File: src/rtl/note_lane_pkg.sv
// note_lane_pkg: shared types and helpers for the note lane scroller.
//   state_t : scroller FSM states (IDLE, PLAY, DONE)
//   pos_w() : width of the step counter for a given song length
package note_lane_pkg;

  typedef enum logic [1:0] {
    ST_IDLE = 2'd0,
    ST_PLAY = 2'd1,
    ST_DONE = 2'd2
  } state_t;

  // Step counter width; a song must be at least two notes long.
  function automatic int unsigned pos_w(input int unsigned song_len);
    return $clog2(song_len);
  endfunction

endpackage

File: src/rtl/note_lane.sv
// note_lane: one lane of the note scroller.
//   Holds the lane pattern in a left-shifting register, clears the note at
//   the judge position on a hit, and flags a miss when a note leaves the
//   judge position unhit. With NOTE_LANE_LOOP_EN defined, a rotating shadow
//   copy of the loaded pattern supplies the fill bit so loops replay the
//   original song regardless of hits.
// Ports:
//   i_clk, i_reset   clock, synchronous active-high reset
//   i_load           capture i_load_pat (wins over step/hit)
//   i_load_pat       lane pattern, MSB plays first
//   i_step           advance one note (already gated to PLAY)
//   i_hit            clear judge note (already gated to PLAY)
//   i_loop           use the shadow MSB as fill bit (loop build only)
//   o_window         visible slice of the pattern
//   o_judge          note at the judge position
//   o_miss           registered one-cycle miss pulse
module note_lane
  import note_lane_pkg::*;
#(
  parameter int unsigned SONG_LEN = 100,
  parameter int unsigned WINDOW   = 10,
  parameter int unsigned JUDGE    = 0
) (
  input  logic                i_clk,
  input  logic                i_reset,
  input  logic                i_load,
  input  logic [SONG_LEN-1:0] i_load_pat,
  input  logic                i_step,
  input  logic                i_hit,
  input  logic                i_loop,
  output logic [WINDOW-1:0]   o_window,
  output logic                o_judge,
  output logic                o_miss
);

  // Register bit that sits under the judge position of the window.
  localparam int unsigned JP = SONG_LEN - WINDOW + JUDGE;

  logic [SONG_LEN-1:0] r_pat;
  logic                r_miss;
  logic [SONG_LEN-1:0] w_cleared;
  logic                w_fill;

  // Hit clears before the shift so a cleared note never reports a miss.
  always_comb begin
    w_cleared = r_pat;
    if (i_hit) w_cleared[JP] = 1'b0;
  end

`ifdef NOTE_LANE_LOOP_EN
  logic [SONG_LEN-1:0] r_shadow;

  assign w_fill = i_loop & r_shadow[SONG_LEN-1];

  // Shadow rotates in lockstep with the lane so its MSB is the next note to refill.
  always_ff @(posedge i_clk) begin
    if (i_reset) begin
      r_shadow <= '0;
    end else if (i_load) begin
      r_shadow <= i_load_pat;
    end else if (i_step) begin
      r_shadow <= {r_shadow[SONG_LEN-2:0], r_shadow[SONG_LEN-1]};
    end
  end
`else
  logic w_unused_loop;

  assign w_unused_loop = i_loop;
  assign w_fill        = 1'b0;
`endif

  // Lane pattern and miss pulse.
  always_ff @(posedge i_clk) begin
    if (i_reset) begin
      r_pat  <= '0;
      r_miss <= 1'b0;
    end else if (i_load) begin
      r_pat  <= i_load_pat;
      r_miss <= 1'b0;
    end else begin
      r_miss <= 1'b0;
      if (i_step) begin
        r_pat  <= {w_cleared[SONG_LEN-2:0], w_fill};
        r_miss <= r_pat[JP] & ~i_hit;
      end else if (i_hit) begin
        r_pat  <= w_cleared;
      end
    end
  end

  assign o_window = r_pat[SONG_LEN-1 -: WINDOW];
  assign o_judge  = r_pat[JP];
  assign o_miss   = r_miss;

endmodule

File: src/rtl/note_lane_shifter.sv
// note_lane_shifter: multi-lane note scroller for the rhythm game.
//   Owns the IDLE/PLAY/DONE sequencer, the step counter and the done/busy
//   flags; instantiates one note_lane per lane. Optional looping is enabled
//   by defining NOTE_LANE_LOOP_EN; otherwise loop_en is ignored and the song
//   always ends in DONE.
// Ports:
//   clk, reset   clock, synchronous active-high reset
//   step         advance pulse from the rate divider
//   load         capture load_data and start playing (from any state)
//   load_data    lane l = [l*SONG_LEN +: SONG_LEN], MSB plays first
//   loop_en      restart instead of finishing (loop build only)
//   hit          per-lane clear of the judge note
//   window       lane l = [l*WINDOW +: WINDOW]
//   judge        per-lane judge bit
//   miss         per-lane one-cycle miss pulse
//   busy         high in PLAY
//   done         one-cycle pulse on song completion
//   pos          steps taken since load
module note_lane_shifter
  import note_lane_pkg::*;
#(
  parameter int unsigned LANES    = 3,
  parameter int unsigned SONG_LEN = 100,
  parameter int unsigned WINDOW   = 10,
  parameter int unsigned JUDGE    = 0
) (
  input  logic                        clk,
  input  logic                        reset,
  input  logic                        step,
  input  logic                        load,
  input  logic [LANES*SONG_LEN-1:0]   load_data,
  input  logic                        loop_en,
  input  logic [LANES-1:0]            hit,
  output logic [LANES*WINDOW-1:0]     window,
  output logic [LANES-1:0]            judge,
  output logic [LANES-1:0]            miss,
  output logic                        busy,
  output logic                        done,
  output logic [pos_w(SONG_LEN)-1:0]  pos
);

  localparam int unsigned POS_W = pos_w(SONG_LEN);

  state_t           r_state;
  logic [POS_W-1:0] r_pos;
  logic             r_busy;
  logic             r_done;

  logic             w_play;
  logic             w_step;
  logic [LANES-1:0] w_hit;
  logic             w_last;
  logic             w_loop_now;

  // Load wins over step/hit; step and hit only act while playing.
  assign w_play = (r_state == ST_PLAY);
  assign w_step = w_play & step & ~load;
  assign w_hit  = hit & {LANES{w_play & ~load}};
  assign w_last = (r_pos == POS_W'(SONG_LEN - 1));

`ifdef NOTE_LANE_LOOP_EN
  assign w_loop_now = loop_en;
`else
  assign w_loop_now = 1'b0;
`endif

  // Sequencer, step counter and status flags.
  always_ff @(posedge clk) begin
    if (reset) begin
      r_state <= ST_IDLE;
      r_pos   <= '0;
      r_busy  <= 1'b0;
      r_done  <= 1'b0;
    end else begin
      r_done <= 1'b0;
      if (load) begin
        r_state <= ST_PLAY;
        r_pos   <= '0;
        r_busy  <= 1'b1;
      end else begin
        case (r_state)
          ST_IDLE: r_state <= ST_IDLE;
          ST_PLAY: begin
            if (w_step) begin
              if (!w_last) begin
                r_pos <= r_pos + POS_W'(1);
              end else if (w_loop_now) begin
                r_pos <= '0;
              end else begin
                // pos holds at SONG_LEN-1 once the song has finished
                r_state <= ST_DONE;
                r_busy  <= 1'b0;
                r_done  <= 1'b1;
              end
            end
          end
          ST_DONE: r_state <= ST_DONE;
          default: begin
            r_state <= ST_IDLE;
            r_busy  <= 1'b0;
          end
        endcase
      end
    end
  end

  assign busy = r_busy;
  assign done = r_done;
  assign pos  = r_pos;

  for (genvar l = 0; l < LANES; l++) begin : g_lane
    note_lane #(
      .SONG_LEN (SONG_LEN),
      .WINDOW   (WINDOW),
      .JUDGE    (JUDGE)
    ) u_lane (
      .i_clk      (clk),
      .i_reset    (reset),
      .i_load     (load),
      .i_load_pat (load_data[l*SONG_LEN +: SONG_LEN]),
      .i_step     (w_step),
      .i_hit      (w_hit[l]),
      .i_loop     (loop_en),
      .o_window   (window[l*WINDOW +: WINDOW]),
      .o_judge    (judge[l]),
      .o_miss     (miss[l])
    );
  end

endmodule

File: config.mk
export PLATFORM = sky130hd
export DESIGN_NAME = note_lane_shifter
export DESIGN_NICKNAME = d
export VERILOG_FILES = /design/src/rtl/note_lane_pkg.sv /design/src/rtl/note_lane.sv /design/src/rtl/note_lane_shifter.sv
export SDC_FILE = /design/constraint.sdc
export NUM_CORES = 1
export LEC_CHECK = 0
export ABC_AREA = 1
export BUFFER_PORTS_ARGS = -buffer_cell sky130_fd_sc_hd__clkbuf_2
export CORE_ASPECT_RATIO = 0.6
export CORE_MARGIN = 5
export CORE_UTILIZATION = 30
export CTS_CLUSTER_SIZE = 8
export DETAILED_ROUTE_END_ITERATION = 8
export PLACE_DENSITY = 0.53
export SYNTH_ARGS = -nofsm -noshare
export SYNTH_HDL_FRONTEND = slang
export SYNTH_SLANG_ARGS = --single-unit
File: constraint.sdc
create_clock -name clk -period 1.5 [get_ports clk]
set_clock_uncertainty 0.05 [all_clocks]
set_input_delay 0.15 -clock clk [delete_from_list [all_inputs] [get_ports clk]]
set_output_delay 0.15 -clock clk [all_outputs]
set_load 0.02 [all_outputs]
Yosys cells after proc, flatten, opt, wreduce, memory -nomap -nowiden. Index checks and enable logic that the tools add are counted.

Add/subtract/negate cells: 1. Eq/ne operators: 8. Mux-type cells: 21. Bitwise gates (word level): 14. Reduce and logical (&&, ||, !) cells: 13.

Operators by type and width (number): $mux W100 (6); $mux W91 (3); $reduce_bool A3 Y1 (3); $mux W1 (8); $add A7 B1 Y7 const B (1); $eq A7 B7 Y1 const B (1); $not A1 Y1 (7); $and A1 B1 Y1 (6); $ne A2 B1 Y1 const B (3); $ne A3 B2 Y1 const B (2); $reduce_and A3 Y1 (2); $mux W2 (2); $pmux W2 S2 (1); $reduce_and A2 Y1 (2); $reduce_or A2 Y1 (2); $reduce_or A4 Y1 (1); $and A3 B3 Y3 (1); $reduce_or A3 Y1 (1); $eq A2 B1 Y1 const B (1); $eq A2 B2 Y1 const B (1); $logic_not A2 Y1 (1); $pmux W1 S2 (1); $reduce_bool A2 Y1 (1).

Bits in registers: 314. Bits of input ports: 308. Output and inout bits: 45. Word-level logic and storage cells: 71.

Logic depth before layout (Yosys ltp). Gate-level depths: netlist of run 1.

Depth after elaboration: 7. Gate-level depth with buffers: 11. Gate-level depth less buffers: 9.

Cells and area by module. Synthesis of run 1 repeated with hierarchy kept, for this count alone.

Cells, all modules: 2400. Area total of the unflattened synthesis: 15244.6 µm².

By module, submodules not included: note_lane (times used 3, cells each 769, area each 4863.4 µm², sequential area each 2021.9 µm²); note_lane_shifter (times used 1, cells each 93, area each 654.4 µm², sequential area each 220.2 µm²).

Least setup slack after synthesis of run 1. OpenSTA, ideal clock, no wires.

Path type: reg2reg. From: register r_state[1]. To: register g_lane[0].u_lane.r_pat[80]. Library setup time: 0.057 ns. Arrival time: 1.475 ns. Required time: 1.393 ns. Slack: -0.082 ns. Stages on the path, launching flop included: 11. Path buffers: 2. Clock period less this slack: 1.582 ns. Cell sequence: dfxtp_1 -> inv_1 -> ha_1 -> nand2_1 -> nor2_4 -> inv_2 -> buf_2 -> buf_2 -> o211ai_1 -> nand2_1 -> inv_1.

Word-level cells in the longest chain between the ends: 5. Elaborated cells on any way between the ends: 6. Those cells by class: 1 x eq/ne; 2 x mux; 2 x bitwise; 1 x reduce/logical.

Ends and longest elaborated chain: start, declared (RTL line note_lane_shifter.sv:44) `state_t r_state;`; start signal, assigned (RTL line note_lane_shifter.sv:70) `r_state <= ST_IDLE;`; start signal, assigned (RTL line note_lane_shifter.sv:77) `r_state <= ST_PLAY;`; start signal, assigned (RTL line note_lane_shifter.sv:82) `ST_IDLE: r_state <= ST_IDLE;`; $eq A2 B1 Y1 * (RTL line note_lane_shifter.sv:56) `assign w_play = (r_state == ST_PLAY);`; $and A1 B1 Y1 * (2 in a row) (RTL line note_lane_shifter.sv:57) `assign w_step = w_play & step & ~load;`; $mux W100 (RTL line note_lane.sv:82) `if (i_step) begin`; $mux W100 (RTL line note_lane.sv:77) `end else if (i_load) begin`; end signal, assigned (RTL line note_lane.sv:78) `r_pat <= i_load_pat;`; end signal, assigned (RTL line note_lane.sv:83) `r_pat <= {w_cleared[SONG_LEN-2:0], w_fill};`; end signal, assigned (RTL line note_lane.sv:86) `r_pat <= w_cleared;`; end, declared (RTL line note_lane.sv:39) `logic [SONG_LEN-1:0] r_pat;`.

Mark *: on every way between the ends. The rest lies on a longest branch, timed or not. The select of a mux whose other input is x is not followed. A chain may end at the register's enable or synchronous reset.

Final worst setup path of run 1.
From: register r_state[1]. To: register r_state[1].

Word-level cells in the longest chain between the ends: 5. Elaborated cells on any way between the ends: 8. Those cells by class: 4 x eq/ne; 1 x mux; 2 x bitwise; 1 x reduce/logical.

Ends and longest elaborated chain (RTL line): $eq A2 B1 Y1 (note_lane_shifter.sv:56, note_lane_shifter.sv:81); $and A1 B1 Y1 (2 in a row) (note_lane_shifter.sv:57); $ne A2 B1 Y1 (no line); $reduce_and A2 Y1 (no line).

Parallel ways exist; a longest one is shown, timed or not.

==> summary.md, run 1 <==
| Metric | Value |
|---|---|
| Detailed Place HPWL | between 30 and 40 mm |
| Syn avg cell area | between 6 and 7 sq um |
| Register bit total from synthesis | around 310 |
| Cells after Synth | 2019 |
| Synth Net Count | 2331 |
| DR iter-0 viols | 758 |
| Synth cell count leaders | 959 x nand2_1, 314 x dfxtp_1, 223 x inv_1 |
| Run status | finished, violations left |
| Fraction of registers with async set/reset | 0 |
| Uppermost layer routed | met4 |
| Via count | 14800 |
| Leakage | 9.83 nW |
| Routed vias/inst | about 4.5 |
| DR WL/cell | ~15 um |
| Final critical-path required period | 1590 ps |
| Max-slew violations | 0 |
| Worst-Margin Slew | 534 ps |
| GRT overflow | 0 |
| Initial antenna violation count | 4 |
| Worst-path clk slew | around 50 ps |
| Slew HR | 0.644 |
| Synth top area cells | dfxtp_1 46%, nand2_1 26%, a31oi_1 6.4% |
| Largest net degree at the start of global routing | between 100 and 150 |
| Die area | about 51000 sq um |
| Failing checks | setup timing |
| Final-stage net count | around 2900 |
| Worst Hold Class | in2reg |
| Setup violators final | 177 |
| CTS Buf Count | 45 |
| Setup_tns | -5540 ps |
| Clock Path Buffers | 3 |
| Met1 WL | between 20 and 25 mm |
| GRT Util Overall | 0.189 |
| Routed wire length on met3 | 2.53 mm |
| Fin. Hold Viols | 0 |
| CTS root buffer | clkbuf_16 |
| Post-synth EDFFs | 0 |
| Core footprint | around 45000 sq um |
| Final worst path period share | 1.06 |
| Final Wtd Congestion | between 0.7 and 0.8 |
| DR pass1 iterations | 6 |
| Routed Antenna Nets | 0 |
| Most frequent cell after synthesis | nand2_1 |
| I/O pin cnt | 353 |
| Max VDD drop | 0.782 mV |
| Cell taking the most area after synthesis | dfxtp_1 |
| Area growth, synth to finish | 51.9% |
| Max Clk Rate | about 630 MHz |
| Crit path kind | reg2reg |
| CP arrival | approximately 2000 ps |
| PortBufs | 351 |
| Ratio of cells with drive above 1 in the final layout | 0.187 |
| Fin cells | between 3000 and 4000 |
| Yosys cell types | 23 |
| Mapped Area | ~14000 sq um |
| Yosys warnings | 0 |
| DRC viols | 0 |
| Placed Cells | between 2000 and 3000 |
| Crit Path Max Fanout | 4 |
| CP startpoint kind | flip-flop |
| Setup slack after layout | -90.3 ps |
| Vias in the first global route | between 10000 and 15000 |
| H-Tree Depth | 2 |
| Synth top area share | 0.455 |
| Cell Rows | 60 |
| Die height | about 180 um |
| Post-synth top flop | dfxtp_1 |
| CP Capture Type | flip-flop |
| DR WL met2 | ~23 mm |
| Worst path required time | between 1500 and 2000 ps |
| Unrepaired setup endpoints after global routing | true |
| Clock sinks | about 310 |
| First-pass GRT wire length | a little under 80 mm |
| Pwr/cell area | 1020 nW/um^2 |
| Part of the Yosys area used for sequential elements | 0.455 |
| Initial core utilization | 0.306 |
| Chip width | 287 um |
| Max_cap viols | 0 |
| CTS tree | done |
| Final wirelength | between 40 and 50 mm |
| Clk Latency, worst-skew pair | roughly 540 ps |
-- final timing paths --
check,startpoint,cells past startpoint,to,slack [ps]
worst max-delay path,r_state[1],9,r_state[1],-90
worst min-delay path,step,6,busy,30
worst max register to register,r_state[1],9,r_state[1],-90
worst min register to register,busy,2,busy,410
-- cells in the final DEF (no fill, tap or decap), types with 3 or more instances in the layout --
| cell type | instances |
|---|---|
| nand2_1 | 956 |
| clkbuf_2 | 349 |
| dfxtp_1 | 310 |
| dlygate4sd3_1 | 305 |
| inv_1 | 221 |
| a31oi_1 | 141 |
| o211ai_1 | 111 |
| clkbuf_16 | 49 |
| nand3_1 | 42 |
| buf_4 | 28 |
| buf_12 | 26 |
| nor2_1 | 22 |
| a21oi_1 | 14 |
| buf_16 | 7 |
| diode_2 | 4 |
| o21ai_0 | 4 |
| dfxtp_2 | 4 |
| buf_6 | 4 |
| inv_2 | 3 |
| ha_1 | 3 |
| buf_8 | 3 |
-- where the power goes --
part	leakage (nW)	switching, mW	total (mW)	internal [mW]
sequential	2.59	0.231	9.07	8.83
combinational	6.63	1.53	3.09	1.56
clock	0.605	3.56	9.24	5.68
-- registers in the layout (all words and copies together), names as in the netlist --
| signal | cells |
|---|---|
| busy | 1 |
| done | 1 |
| g_lane.u_lane.o_miss | 3 |
| g_lane.u_lane.r_pat | 300 |
| pos | 7 |
| r_state | 2 |
-- layout make-up --
class,instances,area [sq um]
timing repair inverter,1,11.3
fill,4376,24100
sequential,314,6290
clock inverter,2,38.8
timing repair buffer,725,5900
inverter,227,876
antenna,4,10.0
tap,620,776
multi-input combinational,1310,5880
clock buffer,48,1190
-- worst max-delay path, stage by stage (launching register included) --
cell	delay, ps
dfxtp_2	320
inv_2	70
ha_4	140
nand2_4	60
nor2_4	150
buf_12	130
buf_8	100
nand4_1	190
a21oi_1	200
nor2_1	60
-- through the flow --
step | hold WS, ps | total power, mW | worst slack, ps | util | cell area, sq um
2_1_floorplan | 249 | 10.5 | 11.6 | - | 13800
4_1_cts | 0.478 | 21.7 | -111 | 0.463 | 20900
3_3_place_gp | 350 | 11.5 | -164 | 0.364 | 16400
5_1_grt | 77.8 | 22.5 | -201 | 0.465 | 21000
3_5_place_dp | 352 | 11.6 | -205 | 0.364 | 16400
6_report | 32.5 | 21.4 | -90.3 | 0.465 | 21000
-- cell families after synthesis --
logic type	after synthesis	synth area share
AO/OA/AOI/OAI	275	0.133
XOR/XNOR	1	0.000634
buffers and inverters	395	0.122
AND/OR/NAND/NOR	1030	0.285
flip-flops	314	0.455
adder cells (fa/ha/maj)	4	0.00362
-- routing by layer --
layer	track usage	vias up
li1	-	7511
met1	0.248	6763
met2	0.318	399
met3	0.0321	114
met4	0.0617	0
met5	0	-
-- timing repair --
action | CTS | global route
hold endpoints to repair | 307 | 0
setup buffers | 3 | 0
endpoints found under the setup margin | 301 | 309
hold buffers | 305 | 0
pin swaps | 2 | 1
gates cloned | 3 | 2
gates resized for setup | 26 | 7
Power figures use the tool's default switching activity.
==> inputs of run 2 (changes only) <==
REMOVE_ABC_BUFFERS = 1   (was default)
==> summary.md, run 2 (synthesis gave the netlist of run 1 again) <==
| Metric | Value |
|---|---|
| Via count | 15300 (+3.2%) |
| PortBufs | 351 (unchanged) |
| Crit path max-delay cell type | dfxtp_2 |
| Largest net degree at the start of global routing | 86 (-19%) |
| Clock Path Buffers | 3 (unchanged) |
| Crit Path Max Fanout | 10 (+6) |
| CTS tree | done |
| CP arrival | 2100 ps (+150 ps) |
| CTS root buffer | clkbuf_16 |
| Pwr/cell area | 962 nW/um^2 (-5.8%) |
| Die height | 176 um (unchanged) |
| Slew HR | 0.670 (+0.0257) |
| Max VDD drop | 0.780 mV (-0.28%) |
| Clock sinks | 314 (unchanged) |
| Final wirelength | 53.2 mm (+7.8%) |
| Biggest register | g_lane.u_lane.r_pat |
| Final worst path period share | 1.14 (+0.0751) |
| Cell Rows | 60 (unchanged) |
| DRC viols | 0 (unchanged) |
| Max reg flops | 300 (unchanged) |
| Routed Antenna Nets | 0 (unchanged) |
| Leakage | 10.9 nW (+11%) |
| Detailed Place HPWL | 31.1 mm (+2.4%) |
| Setup violators final | 312 (+76%) |
| Worst-path clk slew | 50 ps (about the same) |
| Chip width | 287 um (unchanged) |
| Fin. Hold Viols | 0 (unchanged) |
| Initial antenna violation count | 2 (-2) |
| Most used cell, CP | buf_12 |
| CP Capture Type | flip-flop |
| Commonest non-fill, non-tap cell in the layout | nand2_1 |
| Vias in the first global route | 15000 (+0.89%) |
| Max Clk Rate | 587 MHz (-6.6%) |
| Failing checks | setup timing |
| Most frequent cells in the layout | 858 x nand2_1, 349 x clkbuf_2, 311 x dfxtp_1, 304 x dlygate4sd3_1, 220 x inv_1 |
| Die area | 50600 sq um (unchanged) |
| Hold Slack | 14.0 ps (-18.4 ps) |
| First-pass GRT wire length | 79.2 mm (+0.43%) |
| Routed vias/inst | 4.60 (+1.2%) |
| Final critical-path required period | 1700 ps (+113 ps) |
| Worst path cell trace | inv_2 -> ha_4 -> nand2_4 -> nor2_4 -> buf_12 -> buf_12 -> buf_12 -> clkbuf_16 -> nand2_1 -> a31oi_1 |
| Ratio of cells with drive above 1 in the final layout | 0.254 (+0.0672) |
| GRT Util Overall | 0.191 (+0.00178) |
| I/O pin cnt | 353 (unchanged) |
| Final-stage net count | 3000 (+2.2%) |
| R2r startpoint | r_state[1] |
| Crit path kind | reg2reg |
| DR pass1 iterations | 5 (-1) |
| Area growth, synth to finish | 64.1% |
| Setup slack after layout | -203 ps (-113 ps) |
| Core footprint | 45100 sq um (unchanged) |
| CP startpoint kind | flip-flop |
| Run status | finished, violations left |
| Hold-critical path depth | 5 (-1) |
| Worst Hold Class | in2reg |
| DR iter-0 viols | 994 (+31%) |
| Tot Pwr | 21.8 mW (+1.8%) |
| Max-slew violations | 0 (unchanged) |
| DR WL/cell | 16.0 um (+5.6%) |
| GRT overflow | 0 (unchanged) |
| Final Wtd Congestion | 0.792 (-1.0%) |
| R2R depth | 10 (+1) |
| Unrepaired setup endpoints after global routing | true |
| Reg2Reg Setup Slack | -200 ps (-110 ps) |
| CP peak stage delay | 320 ps (about the same) |
| Max_cap viols | 0 (unchanged) |
| Initial core utilization | 0.306 (unchanged) |
| CTS Buf Count | 45 (unchanged) |
| Min-delay src | load_data[190] |
| Clk Latency, worst-skew pair | 540 ps (about the same) |
| Worst-Margin Slew | 495 ps (-38.5 ps) |
| Critical R2R Capture | g_lane[2].u_lane.r_pat[98] |
| H-Tree Depth | 2 (unchanged) |
| Worst path required time | 1890 ps (+30 ps) |
| WHS Endpoint | g_lane[1].u_lane.r_pat[90] |
-- run 2: cell type report --
cell class | count | area, sq um
fill | 4287 | 22500
timing repair buffer | 787 | 6960
multi-input combinational | 1310 | 6470
sequential | 314 | 6290
clock buffer | 47 | 1130
inverter | 227 | 898
tap | 620 | 776
clock inverter | 4 | 71.3
timing repair inverter | 3 | 47.5
antenna | 5 | 12.5
-- run 2: worst max-delay path by stage --
stage,start,endpoint,cells after the start
final,r_state[1],g_lane[2].u_lane.r_pat[98],10
after global routing,r_state[1],g_lane[1].u_lane.r_pat[38],13
after CTS,r_state[1],g_lane[1].u_lane.r_pat[36],11
after detailed placement,r_state[1],g_lane[2].u_lane.r_pat[80],10
after global placement,r_state[1],g_lane[0].u_lane.r_pat[87],10
after floorplan,r_state[1],g_lane[0].u_lane.r_pat[90],8
-- run 2: through the flow --
stage          setup TNS, ps   util  cells  instance area, sq um  worst slack [ps]
5_1_grt               -60530  0.502   3314                 22600              -282
3_3_place_gp          -33300  0.365   2902                 16500              -198
4_1_cts               -30650  0.476   3278                 21500              -191
3_5_place_dp          -51020  0.365   2902                 16500              -250
6_report              -32970  0.502   3317                 22700              -203
2_1_floorplan        -825990      -   1851                 13000             -3480
-- run 2: power breakdown --
group	switching, mW	internal (mW)	total (mW)
clock network	3.72	5.47	9.19
logic	1.69	1.80	3.49
registers	0.271	8.83	9.10
-- run 2: layer usage --
metal | GRT usage | up-vias | wire length, um
met3 | 0.0365 | 93 | 3240
met5 | 0 | - | 0
met4 | 0.0510 | 0 | 1120
met2 | 0.317 | 499 | 24700
li1 | - | 7661 | -
met1 | 0.255 | 7014 | 24100
-- run 2: worst max-delay path, delay by kind of cell, from the launching register on --
kind	cells	cell delay (ps)
DFF	1	320
AOI/OAI and AO/OA	1	180
and+or+nand+nor	3	230
adders and majority gates	1	140
buffers and inverters	5	670
-- run 2: repair_timing --
| action | in CTS | in global routing |
|---|---|---|
| buffers inserted | 11 | 14 |
| hold buffers | 304 | 0 |
| pin swaps | 47 | 64 |
| setup endpoints to repair | 313 | 308 |
| gates resized for setup | 106 | 163 |
| cloned | 11 | 21 |
| endpoints found under the hold margin | 305 | 0 |
==> inputs of run 3 (changes only) <==
BUFFER_PORTS_ARGS = -buffer_cell sky130_fd_sc_hd__buf_2   (was -buffer_cell sky130_fd_sc_hd__clkbuf_2)
SETUP_SLACK_MARGIN = 0.3   (was default)
TNS_END_PERCENT = 1   (was default)
==> summary.md, run 3 (synthesis gave the netlist of run 1 again) <==
| Metric | Value |
|---|---|
| Run status | finished, violations left |
| Failing checks | setup timing |
| Max Clk Rate | 621 MHz (+5.7%) |
| Commonest non-fill, non-tap cell in the layout | nand2_1 |
| Final Wtd Congestion | 0.811 (+2.4%) |
| Max_cap viols | 0 (unchanged) |
| Crit Path Max Fanout | 14 (+4) |
| PortBufs | 351 (unchanged) |
| Chip width | 287 um (unchanged) |
| Unrepaired setup endpoints after global routing | true |
| CP arrival | 2040 ps (-60 ps) |
| Crit path kind | reg2reg |
| Die area | 50600 sq um (unchanged) |
| CTS tree | done |
| Biggest register | g_lane.u_lane.r_pat |
| Routed vias/inst | 4.55 (-1.1%) |
| CTS root buffer | clkbuf_16 |
| Worst path required time | 1920 ps (+30 ps) |
| CP Capture Type | flip-flop |
| H-Tree Depth | 2 (unchanged) |
| Final wirelength | 48.6 mm (-8.5%) |
| Initial antenna violation count | 1 (-1) |
| Die height | 176 um (unchanged) |
| Vias in the first global route | 14900 (-0.49%) |
| Ratio of cells with drive above 1 in the final layout | 0.202 (-0.0521) |
| Worst Hold Class | in2reg |
| Worst-Margin Slew | 391 ps (-105 ps) |
| Min-delay src | step |
| Worst-path clk slew | 50 ps (about the same) |
| Setup violators final | 251 (-20%) |
| GRT overflow | 0 (unchanged) |
| DR iter-0 viols | 762 (-23%) |
| Clock Path Buffers | 3 (unchanged) |
| Combinational share of power | 0.149 (-0.011) |
| Setup slack after layout | -111 ps (+91.8 ps) |
| Slew HR | 0.740 (+0.0697) |
| Cell Rows | 60 (unchanged) |
| Largest net degree at the start of global routing | 69 (-20%) |
| Clock sinks | 314 (unchanged) |
| First-pass GRT wire length | 77.3 mm (-2.4%) |
| Leakage | 9.89 nW (-9.0%) |
| Initial core utilization | 0.306 (unchanged) |
| Internal power | 15.7 mW (-2.3%) |
| DRC viols | 0 (unchanged) |
| Fin cells | 3265 (-1.6%) |
| Final-stage net count | 2953 (-1.6%) |
| Switching share of total power | 0.254 (-0.00731) |
| Most frequent cells in the layout | 946 x nand2_1, 307 x buf_2, 304 x dlygate4sd3_1, 298 x dfxtp_1, 219 x inv_1 |
| DR WL/cell | 14.9 um (-7.0%) |
| DR pass1 iterations | 5 (unchanged) |
| GRT Util Overall | 0.185 (-0.00542) |
| Core footprint | 45100 sq um (unchanged) |
| Seq pwr share | 0.430 (+0.012) |
| Final worst path period share | 1.07 (-0.0612) |
| Placed Cells | 2895 (-0.24%) |
| Clk Latency, worst-skew pair | 540 ps (about the same) |
| Critical path origin | r_state[1] |
| Max-slew violations | 0 (unchanged) |
| Final critical-path required period | 1610 ps (-91.8 ps) |
| Hold Slack | 53.7 ps (+39.6 ps) |
| CTS Buf Count | 45 (unchanged) |
| Max VDD drop | 0.718 mV (-7.8%) |
| Sw Pwr | 5.35 mW (-5.9%) |
| Final core occ | 0.473 (-0.0294) |
| Fin. Hold Viols | 0 (unchanged) |
| Routed Antenna Nets | 0 (unchanged) |
| Detailed Place HPWL | 31.6 mm (+1.3%) |
| R2r startpoint | r_state[1] |
| Pwr/cell area | 988 nW/um^2 (+2.8%) |
| Max reg flops | 300 (unchanged) |
| Area growth, synth to finish | 54.4% |
| Tot Pwr | 21.1 mW (-3.2%) |
| I/O pin cnt | 353 (unchanged) |
| Via count | 14900 (-2.6%) |
| Clock share of power | 0.421 (about the same) |
| CP startpoint kind | flip-flop |
run 3: changes by cell type in the layout (fill, tap and decap cells not counted), sizes merged:
cell,before,now
clkbuf,410,46
bufinv,1,0
clkinvlp,0,1
clkinv,4,3
bufbuf,1,0
inv,229,227
diode,5,1
buf,119,439
run 3: critical path, stage by stage, from the launching register on:
cell      delay [ps]
dfxtp_2          320
inv_2             70
ha_4             140
nand2_4           60
nor2_4           130
buf_6            120
buf_12           130
buf_12           130
buf_12           130
nand2_1           50
o211ai_1          70
nand2_1           70
inv_1             50
run 3: worst paths after layout:
path	end	slack [ps]	cells after the start
worst max register to register	g_lane[1].u_lane.r_pat[71]	-110	12
worst min register to register	g_lane[2].u_lane.r_pat[0]	420	2
worst min-delay path	busy	50	6
worst max-delay path	g_lane[1].u_lane.r_pat[71]	-110	12
run 3: what timing repair did:
action	in CTS	in global routing
hold buffers	304	0
endpoints found under the setup margin	359	359
setup buffers	10	1
pin swaps	32	19
hold endpoints to repair	305	0
gates resized for setup	126	24
gates cloned	4	0
run 3: layout make-up:
type                       count  area [sq um]
sequential                   314          6310
clock inverter                 4          48.8
clock buffer                  46          1130
inverter                     227           888
fill                        4376         23800
timing repair buffer         743          6240
multi-input combinational   1310          5930
tap                          620           776
antenna                        1          2.50
run 3: metrics by stage:
step,TNS (ps),setup WS (ps),area [sq um]
after floorplan,-825990,-3480,13000
after global placement,-27500,-162,16500
after detailed placement,-41150,-221,16500
after CTS,-14720,-143,21300
after global routing,-42780,-254,21300
final,-11070,-111,21300
run 3: power groups by stage:
stage | logic [mW] | clock network (mW) | registers, mW
finish | 3.13 | 8.87 | 9.07
global route | 3.46 | 9.53 | 9.11
CTS | 3.12 | 9.17 | 9.07
detailed placement | 2.37 | 0 | 9.22
global placement | 2.34 | 0 | 9.21
floorplan | 1.04 | 0 | 9.23
run 3: per-layer routing:
metal | track usage | vias to the layer above | share of wire
met5 | 0 | - | 0
met4 | 0.0476 | 0 | 0.024
met3 | 0.0316 | 91 | 0.051
met2 | 0.311 | 390 | 0.46
met1 | 0.249 | 6848 | 0.47
li1 | - | 7535 | -
